**src/rtl/led_sequencer.sv**
```systemverilog
// LED pattern sequencer: steps the datapath at a programmable rate and rotates the display mode
// after a set number of completed passes. Define LED_SEQ_TIMEOUT_EN to add a step watchdog.
module led_sequencer #(
    parameter int unsigned BASE_DIV = 25000000,
    parameter int unsigned PASSES   = 4
) (
    input  logic        clk,
    input  logic        rst,
    input  logic        en,
    input  logic [1:0]  speed,
    input  logic [26:0] feedback,
    output logic [1:0]  mode_out,
    output logic        en_dp,
    output logic        dp_rst,
    output logic        busy
);

    localparam logic [26:0] HomePattern = 27'h0000038;
    localparam logic [26:0] BaseDiv     = 27'(BASE_DIV);
    localparam logic [3:0]  Passes      = 4'(PASSES);

    typedef enum logic [1:0] {
        StIdle,
        StLoad,
        StRun,
        StSwitch
    } state_e;

    state_e      state_q;
    logic [26:0] div_q;
    logic [26:0] div_lim_q;
    logic [3:0]  pass_q;
    logic        away_q;
    logic        chk_q;

    logic        home_hit;
    logic        pass_done;
    logic        pass_last;
    logic        div_wrap;
    logic        timeout;
    logic        go_switch;

    function automatic logic [26:0] divisor(input logic [1:0] spd);
        logic [26:0] d;
        d = BaseDiv >> spd;
        return (d == 27'd0) ? 27'd1 : d;
    endfunction

    function automatic logic [1:0] next_mode(input logic [1:0] m);
        logic [1:0] n;
        unique case (m)
            2'b01:   n = 2'b10;
            2'b10:   n = 2'b11;
            default: n = 2'b01;
        endcase
        return n;
    endfunction

    // chk_q marks the cycle after a step pulse, when feedback reflects the new pattern.
    assign home_hit  = (feedback == HomePattern);
    assign pass_done = (state_q == StRun) && chk_q && home_hit && away_q;
    assign pass_last = pass_done && ((pass_q + 4'd1) == Passes);
    assign div_wrap  = (state_q == StRun) && (div_q == div_lim_q - 27'd1);

`ifdef LED_SEQ_TIMEOUT_EN
    logic [15:0] wd_q;
    assign timeout = (state_q == StRun) && en_dp && (wd_q == 16'hFFFE);
`else
    assign timeout = 1'b0;
`endif

    assign go_switch = pass_last || timeout;

    always_ff @(posedge clk) begin
        if (rst) begin
            state_q   <= StIdle;
            mode_out  <= 2'b01;
            en_dp     <= 1'b0;
            dp_rst    <= 1'b0;
            busy      <= 1'b0;
            div_q     <= '0;
            div_lim_q <= divisor(2'd0);
            pass_q    <= '0;
            away_q    <= 1'b0;
            chk_q     <= 1'b0;
`ifdef LED_SEQ_TIMEOUT_EN
            wd_q      <= '0;
`endif
        end else begin
            en_dp  <= 1'b0;
            dp_rst <= 1'b0;
            chk_q  <= 1'b0;
            if (!en) begin
                // Pausing discards any pass completing this cycle; mode is kept.
                state_q <= StIdle;
                busy    <= 1'b0;
            end else begin
                unique case (state_q)
                    StIdle: begin
                        state_q <= StLoad;
                        dp_rst  <= 1'b1;
                        busy    <= 1'b1;
                        div_q   <= '0;
                        pass_q  <= '0;
                        away_q  <= 1'b0;
`ifdef LED_SEQ_TIMEOUT_EN
                        wd_q    <= '0;
`endif
                    end
                    StLoad: begin
                        state_q   <= StRun;
                        div_q     <= '0;
                        div_lim_q <= divisor(speed);
                        pass_q    <= '0;
                        away_q    <= 1'b0;
`ifdef LED_SEQ_TIMEOUT_EN
                        wd_q      <= '0;
`endif
                    end
                    StRun: begin
                        if (go_switch) begin
                            state_q  <= StSwitch;
                            mode_out <= next_mode(mode_out);
                            dp_rst   <= 1'b1;
                            div_q    <= '0;
                            pass_q   <= '0;
                            away_q   <= 1'b0;
`ifdef LED_SEQ_TIMEOUT_EN
                            wd_q     <= '0;
`endif
                        end else begin
                            if (div_wrap) begin
                                div_q     <= '0;
                                en_dp     <= 1'b1;
                                div_lim_q <= divisor(speed);
                            end else begin
                                div_q <= div_q + 27'd1;
                            end
                            chk_q <= en_dp;
                            if (pass_done) begin
                                pass_q <= pass_q + 4'd1;
                                away_q <= 1'b0;
                            end else if (chk_q && !home_hit) begin
                                away_q <= 1'b1;
                            end
`ifdef LED_SEQ_TIMEOUT_EN
                            if (pass_done) begin
                                wd_q <= '0;
                            end else if (en_dp) begin
                                wd_q <= wd_q + 16'd1;
                            end
`endif
                        end
                    end
                    StSwitch: begin
                        state_q   <= StRun;
                        div_q     <= '0;
                        div_lim_q <= divisor(speed);
                    end
                endcase
            end
        end
    end

endmodule
```
**config.mk**
```make
export PLATFORM = sky130hd
export DESIGN_NAME = led_sequencer
export DESIGN_NICKNAME = d
export VERILOG_FILES = /design/src/rtl/led_sequencer.sv
export SDC_FILE = /design/constraint.sdc
export NUM_CORES = 1
export LEC_CHECK = 0
export BUFFER_PORTS_ARGS = -buffer_cell sky130_fd_sc_hd__buf_2
export CAP_MARGIN = 20
export CORE_MARGIN = 1
export CORE_UTILIZATION = 46
export CTS_CLUSTER_DIAMETER = 50
export DETAILED_ROUTE_END_ITERATION = 8
export PLACE_DENSITY = 0.69
export SYNTH_ARGS = -nofsm -noshare
export SYNTH_HDL_FRONTEND = slang
export SYNTH_SLANG_ARGS = --single-unit
```
**constraint.sdc**
```tcl
create_clock -name clk -period 2.65 [get_ports clk]
set_clock_uncertainty 0.2 [all_clocks]
set_input_delay 0.265 -clock clk [delete_from_list [all_inputs] [get_ports clk]]
set_output_delay 0.265 -clock clk [all_outputs]
set_load 0.1 [all_outputs]
```
==> metrics.csv, run 1 <==
stage,metric,value,unit
logic_synthesis,ys_ff_latch,51,
logic_synthesis,synth_ff_type,dfxtp_1,
place,dpl_worst_slack,-0.03193,ns
flow_run,maxCapViolations,0,
timing,finalSetupTns,-0.05328,ns
min_path,min_path_cells,2,
finish,layout.cells.non_filler,443,
logic_synthesis,yosysWarnings,0,
logic_synthesis,postSynthCellCount,320,
finish,layout_common_cells,"dfxtp_1 (49), buf_2 (36), nand2_1 (20), nor3_2 (20), xnor2_1 (19)",
worst_setup_path,endpoint_kind,flip-flop,
clock_tree,htree_levels,2,
grt,overflow,0,
finish,layout-drive-gt1-share,0.2962,
clock_tree,tritoncts,built,
logic_synthesis,syn_area_per_cell,9.259,µm²
worst_setup_path,arrival,2.66,ns
grt,grt_pass1_vias,2412,
floorplanning,pin_count,37,
finish,mostFrequentLayoutCell,dfxtp_1,
grt,grt_max_degree,26,
power_and_ir_drop,p_sw,358.5,µW
floorplanning,core_area,6061,µm²
timing,period_needed,2.666,ns
worst_setup_path,path_class,flip-flop to flip-flop,
timing,rsz0062_at_grt,true,
worst_setup_path,reg2reg_from,div_lim_q[4]$_SDFFE_PP0P_,
grt,grtUsageTotal,0.2112,
detailed_routing,drc,0,
timing,max_freq,0.3752,GHz
power_and_ir_drop,intPower,1142,µW
detailed_routing,wire_per_inst,15.03,µm
logic_synthesis,synth_edf_count,0,
power_and_ir_drop,vdd_drop_max,200.9,µV
detailed_routing,drt_iter0_markers,94,
clock_tree,clock_latency,0.31,ns
min_path,worstHoldPathType,input port to flip-flop,
worst_setup_path,rr_worst_depth,8,
timing,hold_viol,0,
power_and_ir_drop,p_leak,0.001265,µW
power_and_ir_drop,clkPwrFrac,0.377,
worst_setup_path,required,2.65,ns
detailed_routing,wirelength,6659,µm
logic_synthesis,ys_async_sr_fraction,0,
clock_tree,numCtsBuffers,5,
detailed_routing,route.vias.total,2539,
floorplanning,row_count,28,
floorplanning,dieArea,6766,µm²
clock_tree,clkTransAtPathRegs,0.09,ns
timing,max_slew_margin,0.6195,
place,port_buffers,36,
clock_tree,cts_max_path_buffers,2,
power_and_ir_drop,power.density,433.8,nW/µm²
logic_synthesis,syn_area,2963,µm²
timing,setup_viol,4,
timing,slew_viol_final,0,
min_path,hold_start,speed[0],
detailed_routing,drtAntennaViolNets,0,
outcome,run_status,"finished, violations left",
worst_setup_path,critPathLaunchType,flip-flop,
finish,area_growth,16.77,%
timing,worst_slack,-0.01559,ns
power_and_ir_drop,switching_share,0.2389,
logic_synthesis,ys_types,52,
detailed_routing,vias_per_cell,5.731,
finish,n_antenna_cell,0,
clock_tree,cts_root_buffer,clkbuf_8,
floorplanning,die_y,82.26,µm
place,dpl.cell_count,433,
logic_synthesis,ys_seq_area_frac,0.3446,
grt,antenna_found_initial,0,
detailed_routing,dr.pass1.iters,4,
logic_synthesis,syn_nets,357,
finish,final_util,0.5708,
floorplanning,start_util,0.4889,
outcome,violations,negative setup slack,
power_and_ir_drop,p_comb_frac,0.100,
timing,finalCritPeriodShare,1.006,
power_and_ir_drop,pwr-share-seq,0.523,
floorplanning,die_w,82.26,µm
place,dp_hpwl,4932,µm
timing,whs,0.05424,ns
worst_setup_path,cp_max_fo,6,
clock_tree,numClockSinks,51,
place,gp_congestion,0.8534,
worst_setup_path,critPathLaunch,div_lim_q[4]$_SDFFE_PP0P_,
timing,worst_pin_slew,0.5664,ns
finish,nets,404,
grt,grt_pass1_wl,10890,µm
-- logic make-up after synthesis --
family          share of synthesized area
mux                               0.04434
xor+xnor                           0.1094
compound gates                     0.1030
flops                              0.3446
fa+ha+maj                         0.02111
simple gates                       0.3374
buf+inv                           0.04012
-- worst paths after layout --
path / endpoint / slack, ns
worst min register to register: busy$_SDFFE_PP0P_ / 0.29
worst min-delay path: div_lim_q[24]$_SDFFE_PP1P_ / 0.05
worst max register to register: div_lim_q[16]$_SDFFE_PP1P_ / -0.02
worst max-delay path: div_lim_q[16]$_SDFFE_PP1P_ / -0.02
-- final cells by class --
type / instances / area (µm²)
repair buffers: 56 / 346.6
well taps: 75 / 93.84
fillers: 573 / 2601
clock inverters: 2 / 35.03
clock buffers: 6 / 82.58
multi-input cells: 248 / 1859
flip-flops and latches: 51 / 1023
inverters: 5 / 18.77
-- worst max-delay path: stages, from the launching register on --
cell and delay, ns:
dfxtp_2 0.34, inv_2 0.07, ha_4 0.15, or4b_4 0.49, mux2i_1 0.14, o31a_1 0.32
o2111ai_4 0.31, o21a_4 0.23, mux2_4 0.31
-- repair_timing --
item	in CTS	in global routing
buffers inserted	2	0
setup endpoints to repair	6	36
pin swaps	4	5
hold buffers	0	0
gates resized for setup	4	5
-- registers in the layout, indices dropped and copies added, names as in the netlist, 2 cells and up --
signal,count
div_q,27
div_lim_q,11
pass_q,4
mode_out,2
state_q,2
-- power by group through the flow --
| stage | Sequential (µW) | Clock [µW] | Combinational [µW] |
|---|---|---|---|
| floorplan | 812 | 0 | 87.5 |
| global placement | 803 | 0 | 143 |
| detailed placement | 803 | 0 | 146 |
| CTS | 785 | 581 | 147 |
| global route | 787 | 613 | 162 |
| finish | 785 | 565 | 150 |
-- stage by stage --
| stage | instance area, µm² | total power, µW |
|---|---|---|
| final | 3460 | 1501 |
| after global routing | 3460 | 1561 |
| after CTS | 3432 | 1514 |
| after detailed placement | 3297 | 949.3 |
| after global placement | 3297 | 945.6 |
| after floorplan | 2975 | 899.5 |
-- layer usage --
metal	global-route usage	up-vias	wire (µm)	share of wire
met5	0	-	0	0
met1	0.2575	1229	3045	0.46
li1	-	1254	-	-
met4	0.07368	0	112	0.017
met2	0.3711	43	3289	0.49
met3	0.03626	13	211	0.032
-- synthesized netlist by cell type (2+ instances only) --
cell | instances | share of area
dfxtp_1 | 51 | 0.34
nand2_1 | 20 | 0.025
nor3_2 | 20 | 0.068
xnor2_1 | 20 | 0.059
nand3_1 | 17 | 0.029
xor2_1 | 17 | 0.050
nor2_1 | 16 | 0.020
nand4_1 | 14 | 0.030
nor4_1 | 11 | 0.023
nor2b_1 | 10 | 0.021
clkbuf_1 | 9 | 0.011
and3_1 | 8 | 0.017
nor3_1 | 8 | 0.014
a21oi_1 | 7 | 0.012
nand2b_1 | 7 | 0.015
mux2i_1 | 6 | 0.020
o211ai_1 | 6 | 0.015
o21ai_0 | 6 | 0.010
buf_6 | 5 | 0.019
ha_1 | 5 | 0.021
inv_1 | 5 | 0.0063
nor3b_1 | 5 | 0.013
mux2_4 | 4 | 0.020
or3_1 | 4 | 0.0084
and2_1 | 3 | 0.0063
and4b_1 | 3 | 0.010
nand3b_1 | 3 | 0.0076
or4_1 | 3 | 0.0076
and4_1 | 2 | 0.0059
buf_2 | 2 | 0.0034
nand4b_1 | 2 | 0.0059
No activity file was read; power rests on OpenSTA's default activity.
==> inputs of run 2 (changes only) <==
--- a/config.mk
+++ b/config.mk
@@ -5,6 +5,7 @@
 export SDC_FILE = /design/constraint.sdc
 export NUM_CORES = 1
 export LEC_CHECK = 0
+export ABC_AREA = 1
 export BUFFER_PORTS_ARGS = -buffer_cell sky130_fd_sc_hd__buf_2
 export CAP_MARGIN = 20
 export CORE_MARGIN = 1
==> run 2 against run 1 <==
  * Register-to-register slack improved by 0.29 ns
  * Combinational power is 5% higher
  * Critical path type unchanged
  * Worst hold slack got worse by 0.0030 ns
  * Largest cell class unchanged
  * Die area shrank 0.53%
  * Core utilization is 2.2 points lower
  * Design area fell by 3.8%
  * Sequential share of layout area is 1.1 points higher
  * Power is 1.4% lower
  * The run now ends clean
  * First-iteration DRC count rose by 150%
  * Via count up 15%
  * Largest power group unchanged
  * Area after synthesis fell by 0.55%
  * Critical endpoint unchanged
==> metrics.csv, run 2 <==
stage,metric,value,unit,change
outcome,run_status,completed,,
timing,setup_viol,0,,-4
timing,period_needed,2.373,ns,-0.2921 ns
floorplanning,row_count,28,,unchanged
logic_synthesis,synth.area.top_cells,"dfxtp_1 (35%), nand2_1 (17%), nor2_1 (11%)",,
clock_tree,cts_max_path_buffers,2,,unchanged
timing,hold_viol,0,,unchanged
grt,overflow,0,,unchanged
floorplanning,die_y,82.04,µm,-0.27%
timing,max_slew_margin,0.6472,,+0.02763
logic_synthesis,synth_fa_ha_area_frac,0.02123,,+0.0001166
finish,top_regs,"div_q: 27 flops, div_lim_q: 11 flops, pass_q: 4 flops",,
logic_synthesis,ys_async_sr_fraction,0,,unchanged
floorplanning,core_area,6061,µm²,unchanged
grt,grtUsageTotal,0.2463,,+0.03507
logic_synthesis,synth_mux_area_frac,0,,-0.04434
finish,layout-drive-gt1-share,0.1120,,-0.1842
detailed_routing,drtAntennaViolNets,0,,unchanged
worst_setup_path,cp_max_fo,10,,+4
detailed_routing,wire_per_inst,12.76,µm,-15%
finish,largest_reg_flops,27,,unchanged
logic_synthesis,synth_top_family_by_area,simple AND/OR/NAND/NOR gates,,
clock_tree,cts_resized,0,,-4
logic_synthesis,ys_types,31,,-40%
grt,antenna_found_initial,0,,unchanged
logic_synthesis,syn_area,2947,µm²,-0.55%
clock_tree,tritoncts,built,,
flow_run,maxCapViolations,0,,unchanged
timing,finalSetupTns,0,ns,+0.05328 ns
floorplanning,dieArea,6730,µm²,-0.53%
finish,area_growth,12.95,%,
place,port_buffers,36,,unchanged
power_and_ir_drop,vdd_drop_max,277.9,µV,+38%
timing,worst_pin_slew,0.5273,ns,-0.03903 ns
worst_setup_path,path_class,flip-flop to flip-flop,,
logic_synthesis,synth_compound_area_frac,0.05393,,-0.04911
worst_setup_path,critPathLaunchType,flip-flop,,
finish,mostFrequentLayoutCell,nand2_1,,
place,dp_hpwl,5766,µm,+17%
clock_tree,numCtsBuffers,5,,unchanged
timing,slew_viol_final,0,,unchanged
logic_synthesis,yosys.area_share.simple,0.4081,,+0.07065
logic_synthesis,yosysWarnings,0,,unchanged
logic_synthesis,synth_top_area_share,0.3465,,+0.001902
timing,rsz0062_at_grt,false,,
finish,layout_common_cells,"nand2_1 (133), nor2_1 (86), inv_1 (52), dfxtp_1 (51), buf_2 (36)",,
timing,finalCritPeriodShare,0.8957,,-0.1102
place,gp_congestion,1.059,,+24%
clock_tree,cts_hold_buf,0,,unchanged
finish,top_register,div_q,,
detailed_routing,wirelength,7335,µm,+10%
logic_synthesis,synth_edf_count,0,,unchanged
power_and_ir_drop,p_leak,0.001403,µW,+11%
power_and_ir_drop,power.density,444.7,nW/µm²,+2.5%
clock_tree,clkTransAtPathRegs,0.10,ns,about the same
finish,nets,537,,+33%
clock_tree,cts_root_buffer,clkbuf_8,,
grt,grt_pass1_vias,2683,,+11%
logic_synthesis,synth_ff_type,dfxtp_1,,
logic_synthesis,yosys.area.top_type,dfxtp_1,,
detailed_routing,route.vias.total,2914,,+15%
timing,max_freq,0.4213,GHz,+12%
floorplanning,pin_count,37,,unchanged
clock_tree,clock_latency,0.31,ns,about the same
logic_synthesis,ys_ff_latch,51,,unchanged
logic_synthesis,yosys-top-cells-count,"nand2_1 (133), nor2_1 (86), inv_1 (52)",,
logic_synthesis,syn_area_per_cell,6.420,µm²,-31%
logic_synthesis,synth_most_common_cell,nand2_1,,
detailed_routing,drt_iter0_markers,231,,+150%
clock_tree,htree_levels,2,,unchanged
floorplanning,die_w,82.04,µm,-0.27%
logic_synthesis,yosys.area_share.xor_xnor,0.08917,,-0.02020
detailed_routing,dr.pass1.iters,4,,unchanged
clock_tree,cts_setup_buffers,0,,-2
logic_synthesis,postSynthCellCount,459,,+43%
clock_tree,numClockSinks,51,,unchanged
finish,n_antenna_cell,0,,unchanged
detailed_routing,drc,0,,unchanged
detailed_routing,vias_per_cell,5.068,,-12%
worst_setup_path,endpoint_kind,flip-flop,,
logic_synthesis,ys_seq_area_frac,0.3465,,+0.001902
logic_synthesis,syn_nets,496,,+39%
floorplanning,start_util,0.4862,,-0.002684
worst_setup_path,arrival,2.36,ns,-0.30 ns
grt,grt_pass1_wl,12280,µm,+13%
min_path,worstHoldPathType,input port to flip-flop,,
worst_setup_path,required,2.64,ns,about the same
worst_setup_path,reg2reg_setup_slack,0.28,ns,+0.29 ns
grt,grt_max_degree,27,,+3.8%
finish,final_util,0.5491,,-0.02168
## run 2: logic make-up after synthesis
logic type,Yosys count
buffers and inverters,61
xor gates and xnor gates,30
AOI/OAI and AO/OA,27
and+or+nand+nor,285
adders and majority gates,5
DFF,51
## run 2: per-layer routing
metal	vias to the layer above	global-route usage	wire, µm
met5	-	0	0
met4	0	0.08947	144
met3	11	0.04444	513
met2	88	0.3893	3166
met1	1289	0.3327	3510
li1	1526	-	-
## run 2: power breakdown
| part | total [µW] | internal, µW | switching, µW |
|---|---|---|---|
| registers | 790 | 777 | 12.9 |
| clock network | 533 | 276 | 257 |
| logic | 157 | 53.9 | 103 |
## run 2: final timing paths
check                             from                         end  cells after the start
max          div_lim_q[8]$_SDFFE_PP0P_  div_lim_q[16]$_SDFFE_PP1P_                     14
min                                rst  div_lim_q[15]$_SDFFE_PP0P_                      2
max reg2reg  div_lim_q[8]$_SDFFE_PP0P_  div_lim_q[16]$_SDFFE_PP1P_                     14
min reg2reg           en_dp$_SDFF_PP0_            chk_q$_SDFF_PP0_                      2
## run 2: final cells by class
class | instances | area, µm²
fillers | 625 | 2733
clock inverters | 2 | 37.54
well taps | 75 | 93.84
multi-input cells | 347 | 1687
flip-flops and latches | 51 | 1021
inverters | 54 | 202.7
clock buffers | 5 | 68.82
repair buffers | 41 | 217.7
## run 2: worst max-delay path, cell delays in order, from the launching register on
cell,delay (ns)
dfxtp_1,0.38
inv_2,0.09
ha_1,0.32
nand2_1,0.08
inv_1,0.04
nor2_1,0.11
nand2_1,0.06
nor2_1,0.11
nand3_1,0.08
nor2_1,0.17
nand2_1,0.12
nand2_2,0.16
nand2_2,0.16
nand2_1,0.11
nand3_1,0.06
## run 2: per-stage QoR
stage	power, µW	instance area, µm²	std cells	hold slack (ns)	setup WS, ns
2_1_floorplan	909.1	2947	459	0.2313	0.5765
4_1_cts	1491	3328	575	0.04849	0.3201
3_5_place_dp	962.8	3222	568	0.2207	0.3462
3_3_place_gp	961.5	3222	568	0.2191	0.3647
6_report	1480	3328	575	0.05123	0.2765
5_1_grt	1553	3328	575	0.04226	0.09265
